### config.mk
export PLATFORM = sky130hd
export DESIGN_NAME = regfile_wb_scheduler_flat
export DESIGN_NICKNAME = d
export VERILOG_FILES = /design/src/rtl/regfile_wb_scheduler_if.sv /design/src/rtl/regfile_wb_scheduler.sv /design/src/flat_wrapper.sv
export SDC_FILE = /design/constraint.sdc
export NUM_CORES = 1
export LEC_CHECK = 0
export ABC_CLOCK_PERIOD_IN_PS = 5300
export CAP_MARGIN = 20
export CORE_MARGIN = 2
export CORE_UTILIZATION = 46
export CTS_BUF_LIST = sky130_fd_sc_hd__clkbuf_4 sky130_fd_sc_hd__clkbuf_8
export DETAILED_ROUTE_END_ITERATION = 12
export PLACE_DENSITY = 0.8
export SLEW_MARGIN = 20
export SYNTH_ARGS = -nofsm -noshare
export SYNTH_HDL_FRONTEND = slang
export SYNTH_SLANG_ARGS = --single-unit
### constraint.sdc
create_clock -name clk -period 5.3 [get_ports clk]
set_input_delay 1.06 -clock clk [delete_from_list [all_inputs] [get_ports clk]]
set_output_delay 1.06 -clock clk [all_outputs]
set_load 0.005 [all_outputs]
### src/rtl/regfile_wb_scheduler_if.sv
// rtl/regfile_wb_scheduler_if.sv - handshake bundle between decode, writeback requesters, register file and the scheduler
//
// Groups the issue/hazard-check channel, the ALU and LSU writeback request
// channels, the register-file write port and the busy vector.
//   slave  : the scheduler side (regfile_wb_scheduler)
//   master : the environment side (decode, execute/memory, register file)
interface regfile_wb_scheduler_if #(
    parameter int XLEN = 32,
    parameter int NREG = 32
);
    localparam int RW = $clog2(NREG);

    logic            issue_valid;
    logic [RW-1:0]   issue_rd;
    logic            issue_ready;
    logic [RW-1:0]   chk_rs1;
    logic [RW-1:0]   chk_rs2;
    logic            stall;

    logic            alu_valid;
    logic            alu_ready;
    logic [RW-1:0]   alu_rd;
    logic [XLEN-1:0] alu_data;

    logic            lsu_valid;
    logic            lsu_ready;
    logic [RW-1:0]   lsu_rd;
    logic [XLEN-1:0] lsu_data;

    logic            rf_we;
    logic [RW-1:0]   rf_waddr;
    logic [XLEN-1:0] rf_wdata;
    logic [NREG-1:0] busy;

    modport slave (
        input  issue_valid, issue_rd, chk_rs1, chk_rs2,
        input  alu_valid, alu_rd, alu_data,
        input  lsu_valid, lsu_rd, lsu_data,
        output issue_ready, stall, alu_ready, lsu_ready,
        output rf_we, rf_waddr, rf_wdata, busy
    );

    modport master (
        output issue_valid, issue_rd, chk_rs1, chk_rs2,
        output alu_valid, alu_rd, alu_data,
        output lsu_valid, lsu_rd, lsu_data,
        input  issue_ready, stall, alu_ready, lsu_ready,
        input  rf_we, rf_waddr, rf_wdata, busy
    );
endinterface

### src/rtl/regfile_wb_scheduler.sv
// rtl/regfile_wb_scheduler.sv - round-robin writeback arbiter and RAW scoreboard for the integer register file
//
// Shares the register file's single write port between the ALU and LSU
// writeback requesters and keeps a 2-bit in-flight count per destination
// register so decode can stall on read-after-write hazards.
// Ports:
//   clk, rst_n            clock, asynchronous active-low reset
//   bus (slave modport):
//     issue_valid/rd/ready  decode issue of an instruction writing issue_rd
//     chk_rs1/chk_rs2       decode source registers; stall flags a hazard
//     alu_*/lsu_*           writeback requests, ready is the combinational grant
//     rf_we/waddr/wdata     registered register-file write port
//     busy                  per-register in-flight flag (bit 0 always 0)
module regfile_wb_scheduler #(
    parameter int XLEN = 32,
    parameter int NREG = 32
) (
    input logic                   clk,
    input logic                   rst_n,
    regfile_wb_scheduler_if.slave bus
);
    localparam int RW = $clog2(NREG);

    // 0: ALU granted last, 1: LSU granted last
    logic                 last_grant;
    logic [NREG-1:0][1:0] pending;
    logic [NREG-1:0][1:0] pending_nxt;
    logic [NREG-1:0]      issue_hit;
    logic [NREG-1:0]      wb_hit;
    logic [NREG-1:0]      busy_vec;

    logic                 alu_fire;
    logic                 lsu_fire;
    logic                 wb_fire;
    logic                 issue_fire;
    logic [RW-1:0]        wb_rd;
    logic [XLEN-1:0]      wb_data;

    // A lone requester always wins; on conflict the side not served last wins.
    // Grants are held low during reset so nothing is consumed.
    assign bus.alu_ready = rst_n && bus.alu_valid && (!bus.lsu_valid || last_grant);
    assign bus.lsu_ready = rst_n && bus.lsu_valid && (!bus.alu_valid || !last_grant);

    assign alu_fire = bus.alu_valid && bus.alu_ready;
    assign lsu_fire = bus.lsu_valid && bus.lsu_ready;
    assign wb_fire  = alu_fire || lsu_fire;
    assign wb_rd    = lsu_fire ? bus.lsu_rd   : bus.alu_rd;
    assign wb_data  = lsu_fire ? bus.lsu_data : bus.alu_data;

    // x0 never counts, so it is always ready to issue.
    assign bus.issue_ready = rst_n && ((bus.issue_rd == '0) || (pending[bus.issue_rd] != 2'd3));
    assign issue_fire      = bus.issue_valid && bus.issue_ready && (bus.issue_rd != '0);

    assign issue_hit = issue_fire ? (NREG'(1) << bus.issue_rd) : '0;
    assign wb_hit    = wb_fire ? ((NREG'(1) << wb_rd) & ~NREG'(1)) : '0;

    always_comb begin
        pending_nxt    = pending;
        pending_nxt[0] = 2'd0;
        for (int i = 1; i < NREG; i++) begin
            if (issue_hit[i] && !wb_hit[i]) begin
                pending_nxt[i] = pending[i] + 2'd1;
            end else if (wb_hit[i] && !issue_hit[i] && (pending[i] != 2'd0)) begin
                // a stray writeback to an idle register must not wrap to 3
                pending_nxt[i] = pending[i] - 2'd1;
            end
        end
    end

    always_comb begin
        busy_vec = '0;
        for (int i = 1; i < NREG; i++) begin
            busy_vec[i] = (pending[i] != 2'd0);
        end
    end

    assign bus.busy  = busy_vec;
    assign bus.stall = ((bus.chk_rs1 != '0) && busy_vec[bus.chk_rs1]) ||
                       ((bus.chk_rs2 != '0) && busy_vec[bus.chk_rs2]);

    // Counters drop on the same edge that raises rf_we, so decode sees the
    // register free exactly when the file's write bypass supplies the value.
    always_ff @(posedge clk or negedge rst_n) begin
        if (!rst_n) begin
            pending <= '0;
        end else begin
            pending <= pending_nxt;
        end
    end

    always_ff @(posedge clk or negedge rst_n) begin
        if (!rst_n) begin
            bus.rf_we    <= 1'b0;
            bus.rf_waddr <= '0;
            bus.rf_wdata <= '0;
            last_grant   <= 1'b0;
        end else begin
            bus.rf_we <= wb_fire && (wb_rd != '0);
            if (wb_fire) begin
                bus.rf_waddr <= wb_rd;
                bus.rf_wdata <= wb_data;
                last_grant   <= lsu_fire;
            end
        end
    end
endmodule

### src/flat_wrapper.sv
// flat-port wrapper written by rule: the top's interface ports become plain ports
module regfile_wb_scheduler_flat 
#(
    parameter int XLEN = 32,
    parameter int NREG = 32
)
  (clk, rst_n, bus_issue_valid, bus_issue_rd, bus_chk_rs1, bus_chk_rs2, bus_alu_valid, bus_alu_rd, bus_alu_data, bus_lsu_valid, bus_lsu_rd, bus_lsu_data, bus_issue_ready, bus_stall, bus_alu_ready, bus_lsu_ready, bus_rf_we, bus_rf_waddr, bus_rf_wdata, bus_busy);
  regfile_wb_scheduler_if #(.XLEN(XLEN), .NREG(NREG)) bus_i ();
  input logic clk;
  input logic rst_n;
  input wire logic [$bits(bus_i.issue_valid)-1:0] bus_issue_valid;
  input wire logic [$bits(bus_i.issue_rd)-1:0] bus_issue_rd;
  input wire logic [$bits(bus_i.chk_rs1)-1:0] bus_chk_rs1;
  input wire logic [$bits(bus_i.chk_rs2)-1:0] bus_chk_rs2;
  input wire logic [$bits(bus_i.alu_valid)-1:0] bus_alu_valid;
  input wire logic [$bits(bus_i.alu_rd)-1:0] bus_alu_rd;
  input wire logic [$bits(bus_i.alu_data)-1:0] bus_alu_data;
  input wire logic [$bits(bus_i.lsu_valid)-1:0] bus_lsu_valid;
  input wire logic [$bits(bus_i.lsu_rd)-1:0] bus_lsu_rd;
  input wire logic [$bits(bus_i.lsu_data)-1:0] bus_lsu_data;
  output wire logic [$bits(bus_i.issue_ready)-1:0] bus_issue_ready;
  output wire logic [$bits(bus_i.stall)-1:0] bus_stall;
  output wire logic [$bits(bus_i.alu_ready)-1:0] bus_alu_ready;
  output wire logic [$bits(bus_i.lsu_ready)-1:0] bus_lsu_ready;
  output wire logic [$bits(bus_i.rf_we)-1:0] bus_rf_we;
  output wire logic [$bits(bus_i.rf_waddr)-1:0] bus_rf_waddr;
  output wire logic [$bits(bus_i.rf_wdata)-1:0] bus_rf_wdata;
  output wire logic [$bits(bus_i.busy)-1:0] bus_busy;
  assign bus_i.issue_valid = bus_issue_valid;
  assign bus_i.issue_rd = bus_issue_rd;
  assign bus_i.chk_rs1 = bus_chk_rs1;
  assign bus_i.chk_rs2 = bus_chk_rs2;
  assign bus_i.alu_valid = bus_alu_valid;
  assign bus_i.alu_rd = bus_alu_rd;
  assign bus_i.alu_data = bus_alu_data;
  assign bus_i.lsu_valid = bus_lsu_valid;
  assign bus_i.lsu_rd = bus_lsu_rd;
  assign bus_i.lsu_data = bus_lsu_data;
  assign bus_issue_ready = bus_i.issue_ready;
  assign bus_stall = bus_i.stall;
  assign bus_alu_ready = bus_i.alu_ready;
  assign bus_lsu_ready = bus_i.lsu_ready;
  assign bus_rf_we = bus_i.rf_we;
  assign bus_rf_waddr = bus_i.rf_waddr;
  assign bus_rf_wdata = bus_i.rf_wdata;
  assign bus_busy = bus_i.busy;
  regfile_wb_scheduler #(.XLEN(XLEN), .NREG(NREG)) u_core (.clk(clk), .rst_n(rst_n), .bus(bus_i));
endmodule
; After elaboration in Yosys (flattened, before gate mapping)
; Cells that the tools add are included.
[word_totals]
register_bits = 101
output_inout_bits = 74
word_cells = 417
inputBits = 94
[classes]
mux = 72
order_cmp = 3
add_sub_neg = 62
shifts = 2
eq_ne = 1
reduce_logical = 242
[op_table]
columns = op, n
row1 = $mux 2, 63
row2 = $reduce_bool 2->1, 62
row3 = $logic_and 1x1->1, 105
row4 = $mux 32, 3
row5 = $logic_not 1->1, 65
row6 = $shl 1x5->32 const A, 2
row7 = $add 2x1->2 const B, 31
row8 = $sub 2x1->2 const B, 31
row9 = $reduce_bool 5->1, 4
row10 = $lt 5x6->1 const B, 3
row11 = $bmux 1 s5, 2
row12 = $bmux 2 s5, 1
row13 = $logic_not 5->1, 1
row14 = $logic_or 1x1->1, 5
row15 = $mux 5, 1
row16 = $mux 1, 2
row17 = $ne 2x2->1 const B, 1

; Longest topological paths before layout
; Gate-level depths: netlist of run 1.
[depth]
ltp_word = 13
ltp_mapped = 9
ltp_nobuf = 7

; Worst setup path after synthesis of run 1
; OpenSTA, ideal clock, no wires.
[synth_path]
path_type = input to output
from = in bus_issue_rd[0]
to = out bus_issue_ready
required_time_ps = 4240
path_slack_ps = 1605
cell_stages = 8
t_arrival_ps = 2635
n_path_buf = 2
cell_sequence = buf_6 nor2b_1 a32o_1 o22ai_2 buf_4 nor2_2 a222oi_1 and2_1
[synth_via]
elab_chain_cells = 5
elab_cells_between_ends = 6
cone_classes = eq/ne (1) / mux (2) / reduce/logical (3)
[synth_lines]
columns = element, line_no
row1 = from (decl), flat_wrapper.sv:12  ; input wire logic [$bits(bus_i.issue_rd)-1:0] bus_issue_rd;
row2 = $bmux 2 s5, regfile_wb_scheduler.sv:51  ; assign bus.issue_ready = rst_n && ((bus.issue_rd == '0) || (pending[bus.issue_rd] != 2'd3));
row3 = $mux 2 (not written as such), regfile_wb_scheduler.sv:51
row4 = $ne 2x2->1, regfile_wb_scheduler.sv:51
row5 = $logic_or 1x1->1 *, regfile_wb_scheduler.sv:51
row6 = $logic_and 1x1->1 *, regfile_wb_scheduler.sv:51
row7 = to (decl), flat_wrapper.sv:21  ; output wire logic [$bits(bus_i.issue_ready)-1:0] bus_issue_ready;
; Mark *: on every way between the ends. The rest lies on a longest branch, timed or not. The select of a mux whose other input is x is not followed.

; Final worst setup path of run 1
; Same ends and word-level chain as after synthesis.

==> results.md, run 1 <==
* Status: completed
* Layout cells sized above 1 at 0.0827
* Syn_nets at 917
* RSZ-0062 raised after global routing: false
* FF+latch count, synth at 101
* Starting Density at 0.470
* Post-CTS setup repair buffer count at 0
* Rows at 45
* Final hold slack at 0.491 ns
* WL/cell at 18.5 µm
* IR drop worst, VDD at 0.157 mV
* Worst-skew pair later-pin latency at 0.41 ns
* Yosys cell types at 85
* Routability cong. at 0.957
* HPWL Detailed at 16,700 µm
* Startpoint class of the critical path: primary input
* Core ar. at 15,200 µm²
* Reg clk slew, reported paths at 0.11 ns
* Critical path arrival at 3.94 ns
* Top cell type's share of synthesized area at 0.354
* Area leader, netlist: dfrtp_1
* # IOs at 168
* CP max stage cell: clkdlybuf4s50_1
* Vias at 7,010
* Vias in the first global route at 6,550
* Inserted Diodes at 0
* CTS tree: done
* Initial DRC Count at 640
* Gr ovfl total at 0
* Die width at 129 µm
* CP Class: primary input to output pin
* Max Cap Viol at 0
* Cell leakage power at 4.03 nW
* Clk_skew at 0.0211 ns
* Critical path's largest stage delay at 0.82 ns
* Slew Viols, Final at 0
* Crit Path Max Fanout at 16
* Vias per cell at 6.01
* Syn_area_per_cell at 8.68 µm²
* FFs w/ async S/R, synth at 1.00
* Top post-synthesis cells by area: dfrtp_1 (35%), mux2i_1 (5.7%), o21ai_0 (4.5%)
* Area of the die at 16,500 µm²
* Cts bufs inserted at 9
* Post-layout nets at 1,068
* Area Overhead vs Synth at 28.4%
* Final instance area at 9180 µm²
* Mapped Area at 7150 µm²
* CTS Hold Bufs at 0
* # setup viols final at 0
* Tot Pwr at 0.00234 W
* Post-route DRC at 0
* Met1 wire length at 9090 µm
* Routed wl met2 at 10,100 µm
* Count leader, synth: dfrtp_1
* Final setup TNS at 0 ns
* Chip Height at 129 µm
* Synth warn at 0
* First-pass GRT wire length at 34,600 µm
* DP Area at 8970 µm²
* Sequential area share after synthesis at 0.354
* Worst Path Buf+Inv at 4
* List of most frequent post-synthesis cells: dfrtp_1 (101), nor2_1 (71), nand2_1 (70)
* DR WL met3 at 1800 µm
* Total track usage at 0.267
* Top sig layer: met4
* Final period util at 0.943
* Drt first pass iters at 6
* Post_cts resized at 0
* Slew of the pin with the lowest slew margin at 0.967 ns
* Largest net degree at the start of global routing at 75
* Layout fillers at 1,315
* Relative slew slack at 0.355
* Top FF cell, synth: dfrtp_1
* Max Buffers Root-to-Sink at 2
* I/O Buffers at 166
* Worst path cell trace: clkdlybuf4s50_1 > buf_4 > mux4_2 > a21oi_1 > a222oi_1 > buf_4 > and2_1 > clkdlybuf4s50_1
* Critical Path RT at 4.24 ns
* PwrDens at 255 nW/µm²
* Final ANT Viol Nets at 0
* Post-Syn Instances at 823
* EDFF count, synth at 0
* Crit. End Element: output pin
* Clock root buffer: clkbuf_8
* Peak Freq at 200 MHz
* Routed WL at 21,600 µm
* Hold Path Class: flip-flop to flip-flop
* Clock sink count at 101
* Final hold vios at 0
* Initial antenna violation count at 0
* Minimum clock period at 5.00 ns
* H-tree depth at 3
* Cell family with most CP delay: buffers and inverters
==> cell type report <==
| type | instances | area [µm²] | area share |
|---|---|---|---|
| inverters | 45 | 169 | 0.0184 |
| clock inverters | 7 | 86.3 | 0.00941 |
| multi-input cells | 636 | 4260 | 0.465 |
| flip-flops and latches | 101 | 2530 | 0.275 |
| clock buffers | 9 | 124 | 0.0135 |
| repair buffers | 181 | 1770 | 0.193 |
| well taps | 188 | 235 | 0.0256 |
==> stage by stage <==
step / util / std cells / worst slack (ns)
CTS: 0.604 / 1167 / 0.367
global placement: 0.590 / 1151 / 0.431
floorplan: - / 823 / 1.61
detailed placement: 0.590 / 1151 / 0.378
finish: 0.604 / 1167 / 0.304
global route: 0.604 / 1167 / 0.257
==> power breakdown <==
group          internal [W]  total (W)  switching [W]
registers          0.000877   0.000996       0.000119
clock network      0.000191   0.000527       0.000336
logic              0.000435   0.000814       0.000379
==> path summary, 6_finish.rpt <==
| check | end | slack [ns] | cells after the start | start |
|---|---|---|---|---|
| min reg2reg | u_core.bus.rf_wdata[15] | 0.49 | 2 | u_core.bus.rf_wdata[15] |
| min | u_core.bus.rf_wdata[15] | 0.49 | 2 | u_core.bus.rf_wdata[15] |
| min in group asynchronous | u_core.bus.rf_wdata[19] | 0.63 | 1 | rst_n |
| max reg2reg | u_core.pending[23] | 2.71 | 8 | u_core.last_grant |
| max in group asynchronous | u_core.pending[28] | 3.74 | 2 | rst_n |
| max | bus_issue_ready | 0.30 | 8 | bus_issue_rd[0] |
==> cells in the final DEF (no fill, tap or decap), types with 5 or more instances in the layout <==
cell,n
and3_1,17
and4_1,6
nand4b_1,5
o21bai_1,10
buf_4,16
mux2i_1,41
mux4_2,12
clkdlybuf4s50_1,165
nand2_1,69
nor3_1,33
o21ai_0,63
or3_1,5
nand3b_1,5
a31oi_1,6
nand4_1,8
nand2b_1,6
nand3_1,17
a21oi_1,40
a22oi_1,9
nor3b_1,5
or2_2,13
o21a_1,6
a21boi_0,14
nor2_1,71
o22a_1,15
nor2b_1,11
o211ai_1,12
a211oi_1,20
xnor2_1,22
dfrtp_1,101
clkbuf_8,9
and2_1,5
inv_1,42
a2bb2oi_1,15
==> worst min-delay path: stages (launching register included) <==
cell and delay [ns]:
dfrtp_1 0.36, nand2_1 0.05, o21ai_0 0.06
==> flip-flops by register name (all words and copies together), names as in the netlist <==
| register | count |
|---|---|
| u_core.pending | 62 |
| u_core.bus.rf_wdata | 32 |
| u_core.last_grant | 1 |
| u_core.bus.rf_we | 1 |
| u_core.bus.rf_waddr | 5 |
==> kinds of logic (layout without fill, tap and decap cells) <==
kind of cell,after synthesis,count (layout),synth area share
AOI/OAI and AO/OA,262,262,0.259
xor gates and xnor gates,22,22,0.0270
buffers and inverters,86,242,0.0518
DFF,101,101,0.354
muxes,53,53,0.0952
other,1,1,0.000525
and+or+nand+nor,298,298,0.213
==> per-layer routing <==
metal	vias to the layer above	global-route usage
li1	3332	-
met1	3305	0.355
met2	323	0.419
met3	50	0.0674
met4	0	0.107
met5	-	0
Power figures use the tool's default switching activity.
==> run 2: changes to the inputs <==
- CTS_CLUSTER_SIZE: not set -> 28
==> results of run 2 <==
No change in the layout: final DEF, timing and power equal those of run 1.
==> run 3: changes to the inputs <==
- ABC_CLOCK_PERIOD_IN_PS: 5300 -> 4950
- CTS_CLUSTER_DIAMETER: not set -> 40
- clock period: 5.3 -> 4.95 ns (I/O delays scaled with it)
==> run 3 against run 2 <==
Compared with the run above:
- total power rose by 5.7%
- sequential cell count did not move
- cell count rose by 0.26%
- critical endpoint unchanged
- routed wire length barely moved
- hold slack got worse by 0.0022 ns
- first-iteration DRC count fell by 21%
==> results.md, run 3 (same netlist as run 1, synthesis figures left out) <==
* RSZ-0062 raised after global routing: false (unchanged)
* # IOs at 168 (unchanged)
* Startpoint class of the critical path: primary input (unchanged)
* Critical path arrival at 3.59 ns (was 3.94 ns)
* Final ANT Viol Nets at 0 (unchanged)
* Die width at 129 µm (unchanged)
* Max Buffers Root-to-Sink at 2 (unchanged)
* Minimum clock period at 4.58 ns
* Initial antenna violation count at 0 (unchanged)
* Reg clk slew, reported paths at 0.12 ns (was 0.11 ns)
* Most common cell after layout, fill and taps aside: clkdlybuf4s50_1 (unchanged)
* Max Cap Viol at 0 (unchanged)
* Area of the die at 16,500 µm² (unchanged)
* Cell leakage power at 4.04 nW (was 4.03 nW)
* Drt first pass iters at 8 (was 6)
* Critical R2R Launch: u_core.last_grant (unchanged)
* CP Class: primary input to output pin (unchanged)
* CTS Hold Bufs at 0 (unchanged)
* # setup viols final at 0 (unchanged)
* Critical Path RT at 3.96 ns (was 4.24 ns)
* CP max stage cell: clkdlybuf4s50_1 (unchanged)
* Vias at 6,965 (was 7,010)
* Cts bufs inserted at 9 (unchanged)
* Total track usage at 0.268 (was 0.267)
* Relative slew slack at 0.335 (was 0.355)
* Slew of the pin with the lowest slew margin at 0.998 ns (was 0.967 ns)
* Cell family with most CP delay: buffers and inverters (unchanged)
* Tot Pwr at 0.00247 W (was 0.00234 W)
* Worst path cell trace: clkdlybuf4s50_1 > buf_4 > nand4b_1 > nand4_1 > o32ai_2 > nor2_2 > a222oi_1 > buf_4 > and2_1 > clkdlybuf4s50_1 (was clkdlybuf4s50_1 > buf_4 > mux4_2 > a21oi_1 > a222oi_1 > buf_4 > and2_1 > clkdlybuf4s50_1)
* Layout fillers at 1,296 (was 1,315)
* Status: completed (unchanged)
* Layout cells sized above 1 at 0.0855 (was 0.0827)
* Vias in the first global route at 6,695 (was 6,550)
* Final setup TNS at 0 ns (unchanged)
* Post-CTS setup repair buffer count at 0 (unchanged)
* Worst Path Buf+Inv at 4 (unchanged)
* PwrDens at 269 nW/µm² (was 255 nW/µm²)
* Setup crit start: bus_issue_rd[1] (was bus_issue_rd[0])
* Gr ovfl total at 0 (unchanged)
* Post_cts resized at 0 (unchanged)
* Max FFs per register at 62 (unchanged)
* Inserted Diodes at 0 (unchanged)
* DP Area at 8990 µm² (was 8970 µm²)
* Starting Density at 0.470 (unchanged)
* Clk_skew at 0.0135 ns (was 0.0211 ns)
* Fin cells at 1,170 (was 1,167)
* Post-route DRC at 0 (unchanged)
* I/O Buffers at 166 (unchanged)
* Worst Hold Launch: u_core.bus.rf_wdata[1] (was u_core.bus.rf_wdata[15])
* Routability cong. at 0.968 (was 0.957)
* Area Overhead vs Synth at 28.5% (was 28.4%)
* Placed Instances at 1,154 (was 1,151)
* Final instance area at 9190 µm² (was 9180 µm²)
* IR drop worst, VDD at 0.201 mV (was 0.157 mV)
* Hold Path Class: flip-flop to flip-flop (unchanged)
* Crit. End Element: output pin (unchanged)
* Worst-skew pair later-pin latency at 0.40 ns (was 0.41 ns)
* Peak Freq at 218 MHz
* Largest registers: u_core.pending (62), u_core.bus.rf_wdata (32), u_core.bus.rf_waddr (5) (unchanged)
* CTS tree: done (unchanged)
* Final period util at 0.925
* Most frequent cells in the layout: clkdlybuf4s50_1 (165), dfrtp_1 (101), nor2_1 (71), nand2_1 (69), o21ai_0 (63) (unchanged)
* Core ar. at 15,200 µm² (unchanged)
* Largest net degree at the start of global routing at 75 (unchanged)
* First-pass GRT wire length at 34,800 µm (was 34,600 µm)
* Biggest register: u_core.pending (unchanged)
* Initial DRC Count at 507 (was 640)
* Chip Height at 129 µm (unchanged)
* HPWL Detailed at 16,800 µm (was 16,700 µm)
* Clock sink count at 101 (unchanged)
* Rows at 45 (unchanged)
* Crit Path Max Fanout at 10 (was 16)
* Post-layout nets at 1,071 (was 1,068)
* Clock root buffer: clkbuf_8 (unchanged)
* Final hold vios at 0 (unchanged)
* WL/cell at 18.5 µm (about the same)
* Slew Viols, Final at 0 (unchanged)
* H-tree depth at 3 (unchanged)
* Critical path's largest stage delay at 0.56 ns (was 0.82 ns)
* Vias per cell at 5.95 (was 6.01)
* Routed WL at 21,600 µm (about the same)
run 3: changes by cell type in the layout (fill, tap and decap cells not counted), sizes merged:
cell,before,now
buf,16,19
run 3: cell type report:
class                      count  area [µm²]  share of cell area
timing repair buffer         184        1790               0.195
clock buffer                   9         124              0.0135
tap                          188         235              0.0256
inverter                      45         169              0.0184
sequential                   101        2530               0.275
clock inverter                 7        73.8             0.00804
multi-input combinational    636        4260               0.464
run 3: power by group:
part,switching (W),internal (W),total (W)
combinational,0.000403,0.000466,0.000869
sequential,0.000126,0.000939,0.00106
clock,0.000337,0.000200,0.000537
run 3: final timing paths:
path,end,slack (ns),cells past startpoint
max in group asynchronous,u_core.pending[25],3.49,2
worst max register to register,u_core.pending[17],1.93,7
worst min-delay path,u_core.bus.rf_wdata[1],0.49,2
worst max-delay path,bus_issue_ready,0.37,10
worst min register to register,u_core.bus.rf_wdata[1],0.49,2
min in group asynchronous,u_core.last_grant,0.55,1
run 3: routing by layer:
metal	vias to the layer above	track usage	wire length [µm]
met1	3304	0.351	9210
li1	3346	-	-
met5	-	0	0
met3	35	0.0653	1630
met2	280	0.439	10300
met4	0	0.0870	501
run 3: worst register-to-register path, stage by stage (launching register included):
cell and delay (ns):
dfrtp_1 0.44, a21boi_2 0.69, nand2_2 0.13, inv_2 0.20
a21oi_1 0.33, nor3_1 0.65, a21boi_0 0.22, o22a_1 0.24
run 3: through the flow:
stage,hold slack [ns],util,setup slack [ns]
finish,0.489,0.604,0.373
global route,0.520,0.604,0.256
CTS,0.494,0.604,0.372
detailed placement,0.469,0.591,0.383
global placement,0.461,0.591,0.419
floorplan,0.470,-,1.40
